`src/rtl/char_pixel_gen_if.sv`:
```
// Character-cell handshake bundle between the text fetch logic (master)
// and char_pixel_gen (slave).
//
// Handshake: a cell transfers on a rising clk edge where char_valid and
// char_ready are both 1. While char_valid is 1 the master holds char_code
// and glyph_row stable. char_ready depends only on registered state inside
// the slave, never combinationally on char_valid.
interface char_pixel_gen_if;
  logic       char_valid;
  logic       char_ready;
  logic [7:0] char_code;
  logic [2:0] glyph_row;

  modport master (
    output char_valid,
    output char_code,
    output glyph_row,
    input  char_ready
  );

  modport slave (
    input  char_valid,
    input  char_code,
    input  glyph_row,
    output char_ready
  );
endinterface

```
`src/rtl/char_pixel_gen.sv`:
```
// char_pixel_gen: turns one character cell (code + scanline) into a serial
// pixel stream for a VGA-style pixel tick. A one-entry pending register
// holds the next cell and drives the character ROM address; a shifter
// emits 5 glyph columns plus GAP_COLS background columns, each held for
// SCALE pixel ticks.
//
// Optional feature: define CHAR_INVERT_EN to invert every pixel (glyph and
// gap) of a cell whose char_code[7] was set when the cell was accepted.
// Without the macro char_code[7] is ignored and no storage exists for it.
//
// dbg_active exposes the shifter state (1 = ACTIVE, 0 = EMPTY).
module char_pixel_gen #(
  parameter int SCALE    = 1,
  parameter int GAP_COLS = 1
) (
  input  logic                clk,
  input  logic                rst_n,
  char_pixel_gen_if.slave     cbus,
  output logic [6:0]          rom_addr,
  input  logic [34:0]         rom_data,
  input  logic                pixel_en,
  output logic                pixel_out,
  output logic                cell_done,
  output logic                underrun,
  output logic                dbg_active
);

  localparam logic [2:0] LAST_COL   = 3'(4 + GAP_COLS);
  localparam logic [1:0] LAST_SCALE = 2'(SCALE - 1);

  typedef enum logic {
    EMPTY  = 1'b0,
    ACTIVE = 1'b1
  } sh_state_t;

  // Pending register
  logic       pend_full;
  logic [6:0] pend_code;
  logic [2:0] pend_row;

  // Shifter
  sh_state_t  state;
  logic [4:0] sh_bits;
  logic [2:0] col_cnt;
  logic [1:0] scale_cnt;

  logic       accept;
  logic       last_pix;
  logic       transfer;
  logic [4:0] row_bits;
  logic [7:0] col_vec;
  logic       cur_bit;
  logic       pix_val;

`ifdef CHAR_INVERT_EN
  logic pend_attr;
  logic sh_attr;
`else
  logic unused_attr;
  assign unused_attr = cbus.char_code[7];
`endif

  assign cbus.char_ready = ~pend_full;
  assign accept          = cbus.char_valid & ~pend_full;
  assign rom_addr        = pend_code;
  assign dbg_active      = (state == ACTIVE);

  // Final pixel of the current cell is emitted on this edge.
  assign last_pix = (state == ACTIVE) && pixel_en &&
                    (col_cnt == LAST_COL) && (scale_cnt == LAST_SCALE);

  // Pending moves into the shifter when the shifter is idle or finishing.
  assign transfer = pend_full && ((state == EMPTY) || last_pix);

  // Select the pending scanline out of the ROM bitmap; row 7 is blank.
  always_comb begin
    row_bits = '0;
    for (int r = 0; r < 7; r++) begin
      if (pend_row == 3'(r)) begin
        for (int c = 0; c < 5; c++) begin
          row_bits[c] = rom_data[34 - (5 * r + c)];
        end
      end
    end
  end

  // Current column pixel; columns 5..7 read the zero padding (gap columns).
  always_comb begin
    col_vec = {3'b000, sh_bits};
    cur_bit = col_vec[col_cnt];
`ifdef CHAR_INVERT_EN
    pix_val = cur_bit ^ sh_attr;
`else
    pix_val = cur_bit;
`endif
  end

  // Pending register: capture on handshake, empty on transfer.
  always_ff @(posedge clk or negedge rst_n) begin
    if (!rst_n) begin
      pend_full <= 1'b0;
      pend_code <= '0;
      pend_row  <= '0;
`ifdef CHAR_INVERT_EN
      pend_attr <= 1'b0;
`endif
    end else if (accept) begin
      pend_full <= 1'b1;
      pend_code <= cbus.char_code[6:0];
      pend_row  <= cbus.glyph_row;
`ifdef CHAR_INVERT_EN
      pend_attr <= cbus.char_code[7];
`endif
    end else if (transfer) begin
      pend_full <= 1'b0;
    end
  end

  // Shifter FSM with registered pixel, cell_done and underrun outputs.
  always_ff @(posedge clk or negedge rst_n) begin
    if (!rst_n) begin
      state     <= EMPTY;
      sh_bits   <= '0;
      col_cnt   <= '0;
      scale_cnt <= '0;
      pixel_out <= 1'b0;
      cell_done <= 1'b0;
      underrun  <= 1'b0;
`ifdef CHAR_INVERT_EN
      sh_attr   <= 1'b0;
`endif
    end else begin
      cell_done <= 1'b0;
      underrun  <= 1'b0;
      if (pixel_en) begin
        if (state == ACTIVE) begin
          pixel_out <= pix_val;
          if (scale_cnt == LAST_SCALE) begin
            scale_cnt <= '0;
            if (col_cnt == LAST_COL) begin
              col_cnt   <= '0;
              cell_done <= 1'b1;
              state     <= EMPTY;
            end else begin
              col_cnt <= col_cnt + 3'd1;
            end
          end else begin
            scale_cnt <= scale_cnt + 2'd1;
          end
        end else begin
          pixel_out <= 1'b0;
          underrun  <= 1'b1;
        end
      end
      // A transfer overrides the return to EMPTY on the same edge.
      if (transfer) begin
        state     <= ACTIVE;
        sh_bits   <= row_bits;
        col_cnt   <= '0;
        scale_cnt <= '0;
`ifdef CHAR_INVERT_EN
        sh_attr   <= pend_attr;
`endif
      end
    end
  end

endmodule

```
`src/flat_wrapper.sv`:
```
// flat-port wrapper written by rule: the top's interface ports become plain ports
module char_pixel_gen_flat 
#(
  parameter int SCALE    = 1,
  parameter int GAP_COLS = 1
)
  (clk, rst_n, rom_addr, rom_data, pixel_en, pixel_out, cell_done, underrun, dbg_active, cbus_char_valid, cbus_char_code, cbus_glyph_row, cbus_char_ready);
  char_pixel_gen_if cbus_i ();
  input  logic clk;
  input  logic rst_n;
  output logic [6:0] rom_addr;
  input  logic [34:0] rom_data;
  input  logic pixel_en;
  output logic pixel_out;
  output logic cell_done;
  output logic underrun;
  output logic dbg_active;
  input wire logic [$bits(cbus_i.char_valid)-1:0] cbus_char_valid;
  input wire logic [$bits(cbus_i.char_code)-1:0] cbus_char_code;
  input wire logic [$bits(cbus_i.glyph_row)-1:0] cbus_glyph_row;
  output wire logic [$bits(cbus_i.char_ready)-1:0] cbus_char_ready;
  assign cbus_i.char_valid = cbus_char_valid;
  assign cbus_i.char_code = cbus_char_code;
  assign cbus_i.glyph_row = cbus_glyph_row;
  assign cbus_char_ready = cbus_i.char_ready;
  char_pixel_gen #(.SCALE(SCALE), .GAP_COLS(GAP_COLS)) u_core (.clk(clk), .rst_n(rst_n), .cbus(cbus_i), .rom_addr(rom_addr), .rom_data(rom_data), .pixel_en(pixel_en), .pixel_out(pixel_out), .cell_done(cell_done), .underrun(underrun), .dbg_active(dbg_active));
endmodule
```
`config.mk`:
```
export PLATFORM = sky130hd
export DESIGN_NAME = char_pixel_gen_flat
export DESIGN_NICKNAME = d
export VERILOG_FILES = /design/src/rtl/char_pixel_gen_if.sv /design/src/rtl/char_pixel_gen.sv /design/src/flat_wrapper.sv
export SDC_FILE = /design/constraint.sdc
export NUM_CORES = 1
export LEC_CHECK = 0
export CAP_MARGIN = 10
export CORE_MARGIN = 4
export CORE_UTILIZATION = 39
export CTS_BUF_LIST = sky130_fd_sc_hd__clkbuf_16
export DETAILED_ROUTE_END_ITERATION = 12
export PLACE_DENSITY = 0.78
export SKIP_LAST_GASP = 1
export SLEW_MARGIN = 10
export SYNTH_ARGS = -nofsm -noshare
export SYNTH_HDL_FRONTEND = slang
export SYNTH_SLANG_ARGS = --single-unit
```
`constraint.sdc`:
```
create_clock -name clk -period 1.25 [get_ports clk]
set_input_delay 0.1875 -clock clk [delete_from_list [all_inputs] [get_ports clk]]
set_output_delay 0.1875 -clock clk [all_outputs]
set_load 0.02 [all_outputs]
```
# Word level (Yosys, flattened, before mapping)
# Index checks and enable logic that the tools add are counted.
[classes]
add_sub_neg = 2
mux = 32
reduce_logical = 13
eq_ne = 7
magnitude_cmp = 1
div = 0
bitwise = 3
multipliers = 0
shifts = 0
[op_table]
columns = ["op", "n"]
rows = [
  ["5-bit 2-to-1 mux", 7],
  ["1-bit 2-to-1 mux", 15],
  ["3-bit 2-to-1 mux", 5],
  ["3-bit == test, second input constant", 4],
  ["2-bit 2-to-1 mux", 4],
  ["2-bit nonzero test", 4],
  ["3-bit by 2-bit == test with 1-bit output, second input constant", 2],
  ["1-bit logical AND", 4],
  ["3-bit by 4-bit < comparator with 1-bit output, second input constant", 1],
  ["3-bit by 1-bit adder with 3-bit output, second input constant", 1],
  ["1-bit binary-select mux with 3-bit select", 1],
  ["3-bit by 1-bit == test with 1-bit output, second input constant", 1],
  ["3-bit logical NOT", 1],
  ["3-bit AND reduction", 1],
  ["2-bit by 1-bit adder with 2-bit output, second input constant", 1],
  ["2-bit logical NOT", 1],
  ["1-bit NOT", 2],
  ["2-bit AND reduction", 1],
  ["1-bit AND", 1],
  ["1-bit logical OR", 1],
]
[word_totals]
mem_bits_ro = 0
latchBits = 0
register_bits = 25
in_bits = 50
n_memories = 0
ramBits = 0
out_inout_bits = 12
elab_cells = 68

# Logic depth before layout (Yosys ltp)
[logic_depth]
word_depth = 8
depth_mapped = 6
ltp_nobuf = 6

# Worst setup path before layout
# OpenSTA, ideal clock, no wires.
[synth_path]
kind = "register to register"
startpoint = "register u_core.scale_cnt[0]"
endpoint = "register u_core.sh_bits[0]"
setup_ns = 0.121
t_arrival_ns = 1.241
period_less_slack_ns = 1.362
path_buffers = 0
path_stages_with_launch = 7
t_required_ns = 1.129
path_slack_ns = -0.112
cell_sequence = "dfrtp_1 inv_1 ha_1 nand3_2 a2bb2oi_4 nor2_1 a22o_1"
[synth_via]
elab_chain_len = 4
[synth_lines]
columns = ["item", "line", "source"]
rows = [
  ["start: declaration", "char_pixel_gen.sv:45", "logic [1:0] scale_cnt;"],
  ["start signal: assignment", "char_pixel_gen.sv:148", "scale_cnt <= scale_cnt + 2'd1;"],
  ["2-bit logical NOT", "char_pixel_gen.sv:70", "(col_cnt == LAST_COL) && (scale_cnt == LAST_SCALE);"],
  ["1-bit logical AND", "char_pixel_gen.sv:70", ""],
  ["1-bit logical OR", "char_pixel_gen.sv:73", "assign transfer = pend_full && ((state == EMPTY) || last_pix);"],
  ["1-bit logical AND", "char_pixel_gen.sv:73", ""],
  ["end signal: assignment", "char_pixel_gen.sv:158", "sh_bits <= row_bits;"],
  ["end: declaration", "char_pixel_gen.sv:43", "logic [4:0] sh_bits;"],
]
# Every way passes these cells.
# A chain may end at the register's enable or synchronous reset.

# Final worst setup path
[layout_path]
startpoint = "register u_core.pend_row[0]"
endpoint = "register u_core.sh_bits[2]"
[layout_via]
elab_chain_len = 8
elab_cells_between_ends = 14
cone_classes = "eq/ne: 6; mux: 7; reduce/logical: 1"
[layout_lines]
columns = ["item", "line", "source"]
rows = [
  ["start: declaration", "char_pixel_gen.sv:39", "logic [2:0] pend_row;"],
  ["start signal: assignment", "char_pixel_gen.sv:110", "pend_row <= cbus.glyph_row;"],
  ["3-bit logical NOT", "char_pixel_gen.sv:79", "if (pend_row == 3'(r)) begin"],
  ["5-bit 2-to-1 mux (6 in a row)", "char_pixel_gen.sv:79", ""],
  ["5-bit 2-to-1 mux (*)", "char_pixel_gen.sv:79", ""],
]
# Every way passes the cells marked *; elsewhere a longest branch is shown, timed or not.

==> results.txt <==
Leak: 1.14 nW
largest net degree at the start of global routing: 26
mean post-synth cell area: 10.7 um^2
WL/cell: 16.7 um
Seq/Total Area, Yosys: 40.2%
Root Buffer: clkbuf_16
Reg2Reg Setup Slack: -0.14 ns
core area: 3740 um^2
top cells by area, synth: dfrtp_1 40%, mux2_2 7.2%, mux2i_1 4.5%
fin crit share: 111%
Net Sw Frac: 38.4%
Max Clk Rate: 719 MHz
Placer Congestion: 0.803
largest area contributor in the netlist: dfrtp_1
worst path arrival time: 1.54 ns
Antenna diodes: 0
Setup Skew: 0.00466 ns
DR DRC count: 0
drt first-iter violations: 68
Fin. Hold Viols: 0
number of port buffers: 60
vias per cell: 5.38
first-pass GRT wire length: 7600 um
Warnings, synthesis: 0
DIE AREA: 5060 um^2
TritonCTS clock tree: built
synthesized flop and latch total: 25
GRT Util Overall: 18.6%
area delta synth->final: 67.8%
Clk pwr share: 12.8%
Async SR Flop Fraction: 100%
vias in the first global route: 1,667
Num CTS Buffers: 3
NetSw: 0.00219 W
final setup margin: -0.141 ns
Setup TNS: -0.854 ns
Crit. End Element: register
DR vias: 1,511
combinational share of power: 61.4%
Power Dens Cells: 2190 nW/um^2
placed cell area: 2330 um^2
status: complete, but fails checks
minimum clock period: 1.39 ns
worst path required time: 1.40 ns
share of layout cells above drive strength 1: 34.3%
FP Rows: 22
Detail Route Antenna Nets: 0
RSZ-0062 raised after global routing: true
violated checks: negative setup slack
Nets: 286
Skew-Pair Late Insertion Delay: 0.26 ns
GR Overflow Total: 0
final design utilization: 69.7%
Slew headroom: 78.3%
Synth Net Count: 198
crit-path max FO: 4
fin area: 2610 um^2
Cell Area, Synth: 1560 um^2
clock buffer depth: 2
Syn Inst Count: 146
count of max-cap constraint violations: 0
Worst Max-Slew Pin Slew: 0.324 ns
HPWL Detailed: 3180 um
Final Setup Violations: 8
drt total wl: 4680 um
Post-synth EDFFs: 0
num ports: 62
Starting Density: 41.5%
die height: 71.2 um
CTS H-tree lvls: 1
clock sink count: 25
Die Width: 71.2 um
Distinct cells, synth: 36
part of the power in registers: 25.7%
internal power: 0.00352 W
critical path startpoint category: register
Max Slew Vio Count: 0
initial antenna violation count: 0
drt first pass iters: 4
worst min path class: in2async
Setup CP Type: reg2reg
ys flop type: dfrtp_1
peak supply drop: 1310 uV
clk slew on worst S/H paths: 0.07 ns
Fillers: 266
top cell type's share of synthesized area: 40.2%
-- critical path, cell delays in order (launching register included) --
cell and delay, ns:
dfrtp_2 0.44, buf_6 0.13, mux2_4 0.29, a21oi_2 0.13, o21ai_1 0.10, a22o_1 0.19
-- area by class of cell --
cell class                 instances  area, um^2  share of cell area, %
multi-input combinational        105         942                   36.1
clock buffer                       3        75.1                   2.88
sequential                        25         628                   24.1
timing repair buffer              93         875                   33.5
tap                               48        60.1                   2.30
inverter                           6        22.5                  0.863
clock inverter                     1        7.51                  0.288
-- cell families (layout without fill, tap and decap cells) --
logic type | after synthesis | count (layout) | share of synthesized area [%]
fa+ha+maj | 2 | 2 | 1.61
xor+xnor | 1 | 1 | 0.563
simple gates | 37 | 38 | 13.4
mux | 22 | 22 | 17.1
buf+inv | 18 | 103 | 8.21
flops | 25 | 25 | 40.2
compound gates | 41 | 42 | 18.9
-- worst paths after layout --
kind,depth (start not counted),to,start
min reg2reg,1,u_core.rom_addr[6],u_core.rom_addr[6]
min in group clk,3,u_core.pend_row[2],cbus_glyph_row[2]
min,2,u_core.sh_bits[4],rst_n
max in group asynchronous,2,u_core.pend_row[0],rst_n
max,5,u_core.sh_bits[2],u_core.pend_row[0]
max reg2reg,5,u_core.sh_bits[2],u_core.pend_row[0]
-- per-stage QoR --
| stage | power (W) | hold slack [ns] | instances | setup WS, ns |
|---|---|---|---|---|
| finish | 0.00571 | 0.267 | 281 | -0.141 |
| floorplan | 0.00331 | -0.108 | 146 | -0.0116 |
| CTS | 0.00536 | 0.272 | 278 | -0.103 |
| detailed placement | 0.00434 | 0.506 | 266 | -0.329 |
| global placement | 0.00422 | 0.478 | 266 | -0.233 |
| global route | 0.00606 | 0.277 | 281 | -0.187 |
-- what timing repair did --
action | 4_1_cts | 5_1_grt
buffers inserted | 6 | 3
gates resized for setup | 30 | 17
hold buffers | 0 | 0
setup endpoints to repair | 26 | 25
gates cloned | 2 | 0
pin swaps | 7 | 8
-- registers in the layout (all words and copies together) (netlist names) --
name               cells
u_core.pend_row        3
u_core.pixel_out       1
u_core.underrun        1
u_core.rom_addr        7
u_core.col_cnt         3
u_core.pend_full       1
u_core.scale_cnt       2
u_core.cell_done       1
u_core.sh_bits         5
u_core.dbg_active      1
-- layer usage --
| metal | vias to the layer above | routed length, um | GRT usage [%] |
|---|---|---|---|
| met5 | - | 0 | 0 |
| met4 | 0 | 97 | 6.68 |
| met3 | 13 | 293 | 4.97 |
| met2 | 71 | 2530 | 33.2 |
| met1 | 717 | 1760 | 21.2 |
| li1 | 710 | - | - |
-- power by group through the flow --
stage / clock (W) / combinational, W / sequential (W)
floorplan: 0 / 0.00182 / 0.00149
global placement: 0 / 0.00276 / 0.00146
detailed placement: 0 / 0.00285 / 0.00149
CTS: 0.000749 / 0.00317 / 0.00144
global route: 0.000787 / 0.00376 / 0.00152
finish: 0.000733 / 0.00351 / 0.00147
-- placed cells by master, fill, tap and decap left out, types with 4 or more instances in the layout --
cell type,Yosys,routed
mux2i_1,7,7
o21ai_1,4,4
o32a_1,5,5
buf_6,6,5
a22o_1,4,4
nor2_1,13,13
buf_4,2,26
dfrtp_1,25,23
mux2_2,10,10
nand2_1,8,8
mux2_4,4,4
a21oi_1,11,7
dlygate4sd2_1,0,10
inv_1,6,4
clkdlybuf4s50_1,0,48
-- synthesized netlist by cell type (3+ instances only) --
cell type and count:
a21oi_1 11, a22o_1 4, buf_2 3, buf_6 6, dfrtp_1 25, inv_1 6, mux2_2 10, mux2_4 4
mux2i_1 7, nand2_1 8, nor2_1 13, nor3b_1 6, o211ai_1 3, o21ai_0 6, o21ai_1 4, o32a_1 5
No activity file was read; power rests on OpenSTA's default activity.
